File: config.mk
export PLATFORM = sky130hd
export DESIGN_NAME = quadrilatero_rf_row_reader
export DESIGN_NICKNAME = d
export VERILOG_FILES = /design/src/rtl/quadrilatero_rf_row_reader.sv
export SDC_FILE = /design/constraint.sdc
export NUM_CORES = 1
export LEC_CHECK = 0
export BUFFER_PORTS_ARGS = -buffer_cell sky130_fd_sc_hd__buf_4
export CAP_MARGIN = 20
export CORE_MARGIN = 1.5
export CORE_UTILIZATION = 30
export CTS_CLUSTER_SIZE = 16
export DETAILED_ROUTE_END_ITERATION = 7
export HOLD_SLACK_MARGIN = 0.02
export REMOVE_ABC_BUFFERS = 1
export SLEW_MARGIN = 20
export SYNTH_ARGS = -nofsm -noshare
export SYNTH_HDL_FRONTEND = slang
export SYNTH_SLANG_ARGS = --single-unit
File: constraint.sdc
create_clock -name clk_i -period 11.6 [get_ports clk_i]
set_clock_uncertainty 0.05 [all_clocks]
set_input_delay 1.16 -clock clk_i [delete_from_list [all_inputs] [get_ports clk_i]]
set_output_delay 1.16 -clock clk_i [all_outputs]
set_load 0.02 [all_outputs]
File: src/rtl/quadrilatero_rf_row_reader.sv
// quadrilatero_rf_row_reader: streams one matrix register row by row through a 2-entry FIFO (optional write-hazard hold via QUADRILATERO_RF_READER_HAZARD_EN)
module quadrilatero_rf_row_reader #(
  parameter int N_REGS = 8,
  parameter int RLEN   = 128,
  parameter int ID_W   = 2
) (
  input  logic                              clk_i,
  input  logic                              rst_i,
  input  logic                              req_valid_i,
  output logic                              req_ready_o,
  input  logic [$clog2(N_REGS)-1:0]         req_reg_i,
  input  logic [ID_W-1:0]                   req_id_i,
  input  logic                              flush_i,
  output logic [$clog2(N_REGS)-1:0]         rf_raddr_o,
  output logic [$clog2(RLEN/32)-1:0]        rf_rrowaddr_o,
  input  logic [RLEN-1:0]                   rf_rdata_i,
  input  logic [N_REGS-1:0]                 rf_wbusy_i,
  output logic                              row_valid_o,
  input  logic                              row_ready_i,
  output logic [RLEN-1:0]                   row_data_o,
  output logic [$clog2(RLEN/32)-1:0]        row_idx_o,
  output logic [ID_W-1:0]                   row_id_o,
  output logic                              row_last_o,
  output logic                              busy_o
);
  localparam int N_ROWS = RLEN / 32;
  localparam int RW = $clog2(N_REGS);
  localparam int CW = $clog2(N_ROWS);
  localparam logic [1:0] IDLE = 2'd0, STREAM = 2'd1, DRAIN = 2'd2;
`ifdef QUADRILATERO_RF_READER_HAZARD_EN
  localparam logic [1:0] HOLD = 2'd3;
`endif

  logic [1:0]      state, state_d, start;
  logic [RW-1:0]   reg_q;
  logic [ID_W-1:0] id_q;
  logic [CW-1:0]   cnt;
  logic [RLEN-1:0] fd  [2];
  logic [CW-1:0]   fi  [2];
  logic [ID_W-1:0] fid [2];
  logic            fl  [2];
  logic            wp, rp;
  logic [1:0]      fcnt;
  logic            accept, pop, push, last_row, drained, hold_go;

`ifdef QUADRILATERO_RF_READER_HAZARD_EN
  assign start   = HOLD;
  assign hold_go = state == HOLD && !rf_wbusy_i[reg_q];
`else
  logic unused_wbusy;
  assign unused_wbusy = ^rf_wbusy_i;
  assign start   = STREAM;
  assign hold_go = 1'b0;
`endif

  assign req_ready_o   = state == IDLE && !flush_i;
  assign accept        = req_valid_i && req_ready_o;
  assign pop           = row_valid_o && row_ready_i;
  assign last_row      = cnt == CW'(N_ROWS - 1);
  assign push          = state == STREAM && !flush_i && (fcnt != 2'd2 || pop);
  assign drained       = fcnt == 2'd0 || (fcnt == 2'd1 && pop);
  assign rf_raddr_o    = reg_q;
  assign rf_rrowaddr_o = cnt;
  assign row_valid_o   = fcnt != 2'd0;
  assign row_data_o    = fd[rp];
  assign row_idx_o     = fi[rp];
  assign row_id_o      = fid[rp];
  assign row_last_o    = fl[rp];
  assign busy_o        = state != IDLE || row_valid_o;

  // next state: flush wins, then accept, end of stream, drain completion, hazard release
  always_comb
    state_d = flush_i                             ? IDLE   :
              accept                              ? start  :
              (push && last_row)                  ? DRAIN  :
              (state == DRAIN && drained)         ? IDLE   :
              hold_go                             ? STREAM : state;

  // request latch, row counter and state register
  always_ff @(posedge clk_i or posedge rst_i)
    if (rst_i) begin
      state <= IDLE;
      reg_q <= '0;
      id_q  <= '0;
      cnt   <= '0;
    end else begin
      state <= state_d;
      if (accept) begin
        reg_q <= req_reg_i;
        id_q  <= req_id_i;
      end
      cnt <= (flush_i || accept) ? '0 : (push && !last_row) ? cnt + CW'(1) : cnt;
    end

  // 2-entry output FIFO decoupling consumer back-pressure from the regfile read
  always_ff @(posedge clk_i or posedge rst_i)
    if (rst_i) begin
      wp   <= 1'b0;
      rp   <= 1'b0;
      fcnt <= 2'd0;
      for (int i = 0; i < 2; i++) begin
        fd[i]  <= '0;
        fi[i]  <= '0;
        fid[i] <= '0;
        fl[i]  <= 1'b0;
      end
    end else if (flush_i) begin
      wp   <= 1'b0;
      rp   <= 1'b0;
      fcnt <= 2'd0;
    end else begin
      if (push) begin
        fd[wp]  <= rf_rdata_i;
        fi[wp]  <= cnt;
        fid[wp] <= id_q;
        fl[wp]  <= last_row;
        wp      <= ~wp;
      end
      if (pop) rp <= ~rp;
      fcnt <= fcnt + {1'b0, push} - {1'b0, pop};
    end
endmodule

=== Word level (Yosys, flattened, before mapping) ===
Index checks and enable logic that the tools add are counted.

* Reduce and logical (&&, ||, !) cells: 25
* $mul: 0
* Multiplexer cells: 33
* Divide/modulo/power cells: 0
* Add/subtract/negate cells: 3
* Shifts and indexed selects: 0
* Bitwise logic cells: 5
* Equal/unequal tests: 5
* $lt $le $gt $ge: 3

{| class="wikitable"
|+ Operators with widths
! kind !! count
|-
| $mux 128 || 4
|-
| $bwmux 256 || 1
|-
| $demux 128 s1 || 1
|-
| $mux 2 || 14
|-
| $logic_and 1x1->1 || 10
|-
| $reduce_bool 2->1 || 5
|-
| $bwmux 4 || 2
|-
| $mux 1 || 8
|-
| $eq 2x1->1 const B || 2
|-
| $eq 2x2->1 const B || 2
|-
| $ge 2x2->1 const B || 2
|-
| $logic_not 2->1 || 2
|-
| $logic_or 1x1->1 || 4
|-
| $not 1->2 || 2
|-
| $reduce_bool 4->1 || 1
|-
| $not 1->1 || 3
|-
| $add 2x1->2 || 1
|-
| $add 2x1->2 const B || 1
|-
| $bwmux 2 || 1
|-
| $demux 2 s1 || 1
|-
| $logic_not 1->1 || 2
|-
| $lt 2x1->1 const B || 1
|-
| $ne 2x2->1 const B || 1
|-
| $reduce_and 2->1 || 1
|-
| other kinds (2) || 2
|}

* Output and inout bits: 141
* Bits in writable memories: 0
* Bits in latches: 0
* Word-level logic and storage cells: 89
* Bits in read-only memories: 0
* Bits in registers: 279
* Bits of input ports: 146
* Memories: 0

=== Depth between registers and ports, before layout ===
Gate-level depths: netlist of run 1.

* Word-level depth: 9
* Mapped depth: 8
* Mapped depth without buffers: 7

=== Worst setup path before layout of run 1 ===
No wires, ideal clock.

* Kind: input port to output port
* Start: in flush_i
* End: out req_ready_o
* Cell stages on the path: 2
* Path buffers: 1
* Setup slack: 8.531 ns
* Arrival time: 1.859 ns
* Cells stage by stage: buf_2 > nor3_1

* Longest elaborated chain between the ends: 2

{| class="wikitable"
|+ RTL lines
! element !! RTL line !! source
|-
| from (decl) || 13 || <nowiki>input logic flush_i,</nowiki>
|-
| $logic_not 1->1 || 56 || <nowiki>assign req_ready_o = state == IDLE && !flush_i;</nowiki>
|-
| $logic_and 1x1->1 || 56 ||
|-
| to (decl) || 10 || <nowiki>output logic req_ready_o,</nowiki>
|}

No other way between the ends.

=== Worst setup path after layout of run 1 ===
* Start: reg rp
* End: out row_data_o[23]

* Longest elaborated chain between the ends: 4

{| class="wikitable"
|+ RTL lines
! element !! RTL line !! source
|-
| from (decl) || 42 || <nowiki>logic wp, rp;</nowiki>
|-
| from (signal assigned) || 119 || <nowiki>if (pop) rp <= ~rp;</nowiki>
|-
| $not 1->2 (not written as such) || 65 || <nowiki>assign row_data_o = fd[rp];</nowiki>
|-
| $mux 128 (not written as such) (3 in series) || 65 ||
|-
| to (decl) || 20 || <nowiki>output logic [RLEN-1:0] row_data_o,</nowiki>
|}

No other way between the ends. The select of a mux whose other input is x is not followed.

==> results of run 1 <==
[through the flow]
stage	utilization, %	cells	setup slack, ns	total power [mW]	area (um^2)
finish	39.6	1595	7.25	4.08	15800
global route	39.6	1595	7.04	4.33	15800
CTS	39.6	1595	7.08	4.16	15800
detailed placement	36.9	1537	7.65	3.10	14700
global placement	36.9	1537	7.66	3.06	14700
floorplan	-	727	2.70	2.54	11900
[metal layers]
metal	up-vias	track usage, %
met2	172	22.2
met3	46	4.35
met1	3769	15.6
li1	3329	-
met4	0	5.25
met5	-	0
[power by group]
| group | switching [mW] | internal (mW) | total (mW) |
|---|---|---|---|
| Combinational | 0.671 | 0.808 | 1.48 |
| Clock | 0.409 | 0.618 | 1.03 |
| Sequential | 0.201 | 1.38 | 1.58 |
[cell usage after synthesis (2+ instances only)]
cell type	number	share of area, %
and3_1	2	0.10
buf_2	16	0.66
buf_4	8	0.50
buf_6	6	0.56
clkbuf_1	17	0.53
dfrtp_1	279	58
ha_1	2	0.21
inv_1	3	0.093
mux2_1	62	5.8
mux2_2	343	32
nand3_1	5	0.21
nor2b_1	3	0.15
nor3_1	2	0.083
nor3b_1	2	0.12
nor3b_2	2	0.21
or2_2	2	0.10
or3b_1	2	0.14
[registers in the layout, indices dropped and copies added, names as in the netlist]
name,cells
rf_rrowaddr_o,2
id_q,2
rf_raddr_o,3
fcnt,2
wp,1
fd,256
fi,4
fl,2
rp,1
state,2
fid,4
[logic make-up after synthesis]
family,after synthesis,synth area share [%]
and+or+nand+nor,28,1.62
adders and majority gates,2,0.206
DFF,279,57.6
AOI/OAI and AO/OA,8,0.526
xor gates and xnor gates,1,0.0722
muxes,406,37.7
buffers and inverters,50,2.33
[layout make-up]
class,count,area [um^2]
Inverter,3,18.8
Clock inverter,8,50.0
Fill cell,3827,24100
Multi-Input combinational cell,445,4880
Sequential cell,279,6990
Tap cell,525,657
Timing Repair Buffer,285,2140
Clock buffer,50,1030
[final timing paths]
check | start | to | slack [ns]
worst max-delay path | rp | row_data_o[23] | 7.25
worst min-delay path | fd[229] | fd[229] | 0.43
worst max register to register | state[0] | fd[191] | 8.63
worst min register to register | fd[229] | fd[229] | 0.43
max in group asynchronous | rst_i | fd[179] | 9.15
min in group asynchronous | rst_i | fd[128] | 0.79
[cells in the final DEF (no fill, tap or decap), types with 2 or more instances in the layout]
cell	count
buf_4	284
nor3b_1	2
mux2_1	62
inv_1	2
clkbuf_16	37
or2_2	2
nor3b_2	2
or3b_1	2
dfrtp_1	278
clkbuf_1	7
clkinv_2	5
ha_1	2
clkbuf_8	6
and3_1	2
nor3_1	2
nand3_1	4
mux2_2	343
nor2b_1	3
==> results.tsv, run 1 <==
stage	metric	value	unit
logic_synthesis	avgSynthCellArea	15.7	um^2
timing	fin_tns_setup	0	ns
clock_tree	cts.htree.levels	2	
logic_synthesis	ys_seq_area_share	57.6	%
timing	relSlewSlack	30.4	%
clock_tree	cts_buffers	35	
critical_path	cp.arrival	3.14	ns
timing	max_clock_freq	230	MHz
drt	ant_nets	0	
logic_synthesis	ys_warn_count	0	
outcome	status	completed	
critical_path	setup.worst_path.class	reg2out	
pwr	p_leak	7.12	nW
timing	finalCritPeriodShare	37.5	%
drt	vias	7316	
clock_tree	clk_pin_slew	0.06	ns
clock_tree	cts_resized	0	
pwr	p_per_area	259	nW/um^2
drt	vias_per_cell	4.59	
hold_path	min_path_type	reg2reg	
critical_path	crit_chain	buf_4, mux2_2, buf_4	
die	die_y	204	um
critical_path	critPathTopFamily	buffers and inverters	
drt	wl_met1	11.3	mm
timing	slew_viol_final	0	
critical_path	cp_common_cell	buf_4	
global_routing	grt_pass1_wl	43.6	mm
global_routing	grt_overflow	0	
drt	topRoutingLayerUsed	met4	
timing	timing_hold_violations_final	0	
critical_path	max_stage_delay	1.07	ns
placed_design	io_buffers	278	
critical_path	cp-start-kind	flip-flop	
global_routing	grt_pass1_vias	8149	
timing	setup_violations	0	
global_routing	grtUsageTotal	13.2	%
timing	min_period	4.35	ns
drt	wl_met3	1.93	mm
critical_path	worst-path-max-fanout	68	
critical_path	cp.depth	3	
die	dieWidth	204	um
drt	dr_wl_met2	13.1	mm
drt	first_pass_iters	4	
clock_tree	clk_latency	0.51	ns
hold_path	min_path_cells	1	
clock_tree	cts_tree	yes	
critical_path	reg2reg_depth	4	
timing	worst_pin_slew	1.04	ns
final_layout	antenna_cells	0	
die	num_rows	73	
clock_tree	postCtsSetupRepairBufs	0	
pwr	ir_drop	129	uV
logic_synthesis	ys_ff_latch	279	
timing	rsz0062_at_grt	false	
critical_path	worstPathRequired	10.39	ns
global_routing	grt_max_degree	131	
logic_synthesis	syn_area	12100	um^2
final_layout	layout-drive-gt1-share	64.4	%
critical_path	slowest_stage	dfrtp_4	
die	die_area	41600	um^2
logic_synthesis	post_synth_num_cell_types	35	
timing	fin_hold_ws	0.428	ns
logic_synthesis	synthArstFlopShare	100	%
final_layout	area_growth_syn_to_layout	30.0	%
drt	wl	27.1	mm
drt	drc_errors	0	
logic_synthesis	synth-edff-count	0	
critical_path	path_buf_inv	2	
die	initial_core_util	30.5	%
clock_tree	cts_max_path_buffers	3	
clock_tree	cts_hold_buf	0	
drt	wl_per_cell	17.0	um
global_routing	antenna_found_initial	0	
critical_path	cp-end-kind	primary output	
die	io_pins	287	
job	drv_cap	0	
logic_synthesis	syn_inst	774	
final_layout	final_nets	1197	
die	core_area	39800	um^2
placed_design	gp_congestion	0.709	
clock_tree	cts_sinks	279	
clock_tree	root_buffer	clkbuf_16	
drt	dr.first_iter.drc_count	173	
placed_design	hpwl	17.2	mm
logic_synthesis	yosys_most_used_dff	dfrtp_1	
No activity file was read; power rests on OpenSTA's default activity.
==> run 2, diff against run 1 <==
clock period = 4.3 ns   (was 11.6 ns; I/O delays follow)
==> results.tsv, run 2 (synthesized netlist as in run 1, its figures left out) <==
stage	metric	value	unit
outcome	status	finished with violations	
outcome	violations	negative hold slack	
timing	worst_pin_slew	0.793	ns
timing	fin_ws	1.73	ns
final_layout	layout_common_cells	mux2_2 (343), buf_4 (279), dfrtp_1 (278), mux2_1 (62), clkbuf_16 (37)	
critical_path	worst-path-max-fanout	66	
final_layout	largest_reg_flops	256	
critical_path	worstPathRequired	4.65	ns
critical_path	cp-start-kind	flip-flop	
clock_tree	cts_buffers	35	
die	io_pins	287	
pwr	power	11.2	mW
timing	setup_violations	0	
die	num_rows	73	
die	dieWidth	204	um
clock_tree	cts_tree	yes	
timing	fin_hold_ws	-0.00379	ns
drt	wl	26.9	mm
die	die_y	204	um
pwr	p_per_area	703	nW/um^2
drt	drc_errors	0	
job	drv_cap	0	
clock_tree	clk_latency	0.52	ns
pwr	ir_drop	352	uV
drt	vias	7239	
clock_tree	root_buffer	clkbuf_16	
clock_tree	cts_resized	0	
clock_tree	cts.htree.levels	2	
global_routing	grt_pass1_wl	43.2	mm
drt	wl_per_cell	16.8	um
clock_tree	clk_pin_slew	0.06	ns
critical_path	setup.worst_path.class	reg2reg	
timing	relSlewSlack	47.1	%
placed_design	hpwl	17.2	mm
global_routing	grt_pass1_vias	8131	
final_layout	stdcell_area	16000	um^2
global_routing	antenna_found_initial	0	
final_layout	top_regs	fd x256, fi x4, fid x4	
critical_path	worstReg2RegEnd	fd[144]	
final_layout	final_common_cell	mux2_2	
die	initial_core_util	30.5	%
critical_path	cp.arrival	2.91	ns
die	core_area	39800	um^2
timing	timing_hold_violations_final	3	
timing	rsz0062_at_grt	false	
timing	slew_viol_final	0	
clock_tree	postCtsSetupRepairBufs	0	
drt	first_pass_iters	4	
drt	dr.first_iter.drc_count	258	
critical_path	reg2reg_depth	4	
critical_path	cp-end-kind	flip-flop	
final_layout	regMostFlops	fd	
final_layout	area_growth_syn_to_layout	31.6	%
global_routing	grtUsageTotal	13.0	%
final_layout	final_nets	1199	
final_layout	antenna_cells	0	
clock_tree	cts_hold_buf	0	
pwr	p_leak	7.21	nW
timing	max_clock_freq	390	MHz
clock_tree	cts_max_path_buffers	3	
drt	ant_nets	0	
placed_design	placed_area	14800	um^2
placed_design	place_ws	1.57	ns
final_layout	layout-drive-gt1-share	64.3	%
placed_design	io_buffers	278	
clock_tree	cts_sinks	279	
hold_path	min_path_type	in2async	
global_routing	grt_overflow	0	
global_routing	grt_max_degree	111	
drt	vias_per_cell	4.52	
critical_path	r2r_start	state[1]	
final_layout	fin_util	40.1	%
placed_design	gp_congestion	0.702	
critical_path	ff2ff_setup_slack	1.73	ns
timing	finalCritPeriodShare	59.7	%
timing	min_period	2.57	ns
die	die_area	41600	um^2
[run 2: cell count changes in the layout (fill, tap and decap cells not counted), sizes merged]
cell / before / now
clkbuf: 50 / 55
buf: 285 / 287
bufinv: 0 / 2
clkinv: 6 / 4
clkinvlp: 1 / 0
[run 2: layout make-up]
cell class | instances | area [um^2]
fillers | 3777 | 23900
flip-flops and latches | 279 | 6990
multi-input cells | 445 | 4880
repair buffers | 287 | 2250
clock buffers | 55 | 1070
well taps | 525 | 657
clock inverters | 7 | 95.1
inverters | 3 | 18.8
[run 2: worst max-delay path by stage]
| stage | start | end | slack [ns] | depth (start not counted) |
|---|---|---|---|---|
| final | state[1] | fd[144] | 1.73 | 4 |
| after global routing | state[0] | fd[255] | 1.62 | 4 |
| after CTS | state[1] | fd[255] | 1.72 | 4 |
| after detailed placement | flush_i | fd[147] | 1.57 | 5 |
| after global placement | flush_i | fd[134] | 1.59 | 5 |
| after floorplan | rst_i | fcnt[0] | -3.87 | 1 |
[run 2: through the flow]
step,TNS (ns),instances
6_report,0,1601
5_1_grt,0,1601
4_1_cts,0,1601
3_5_place_dp,0,1539
3_3_place_gp,0,1539
2_1_floorplan,-1241.62,727
[run 2: routing by layer]
metal,vias up,track usage (%),routed length [um]
met5,-,0,0
met4,0,4.96,669
met3,39,4.45,2050
met2,175,21.4,12900
met1,3681,15.7,11300
li1,3344,-,-
[run 2: where the power goes]
| group | internal [mW] | switching (mW) | total [mW] |
|---|---|---|---|
| sequential | 3.72 | 0.489 | 4.21 |
| combinational | 2.20 | 1.87 | 4.06 |
| clock | 1.84 | 1.11 | 2.95 |
| total | 7.75 | 3.47 | 11.2 |
[run 2: worst max-delay path, stage by stage, from the launching register on]
cell     delay [ns]
dfrtp_1        0.44
or3b_1         0.45
nor3_4         0.60
buf_12         0.39
mux2_2         0.39
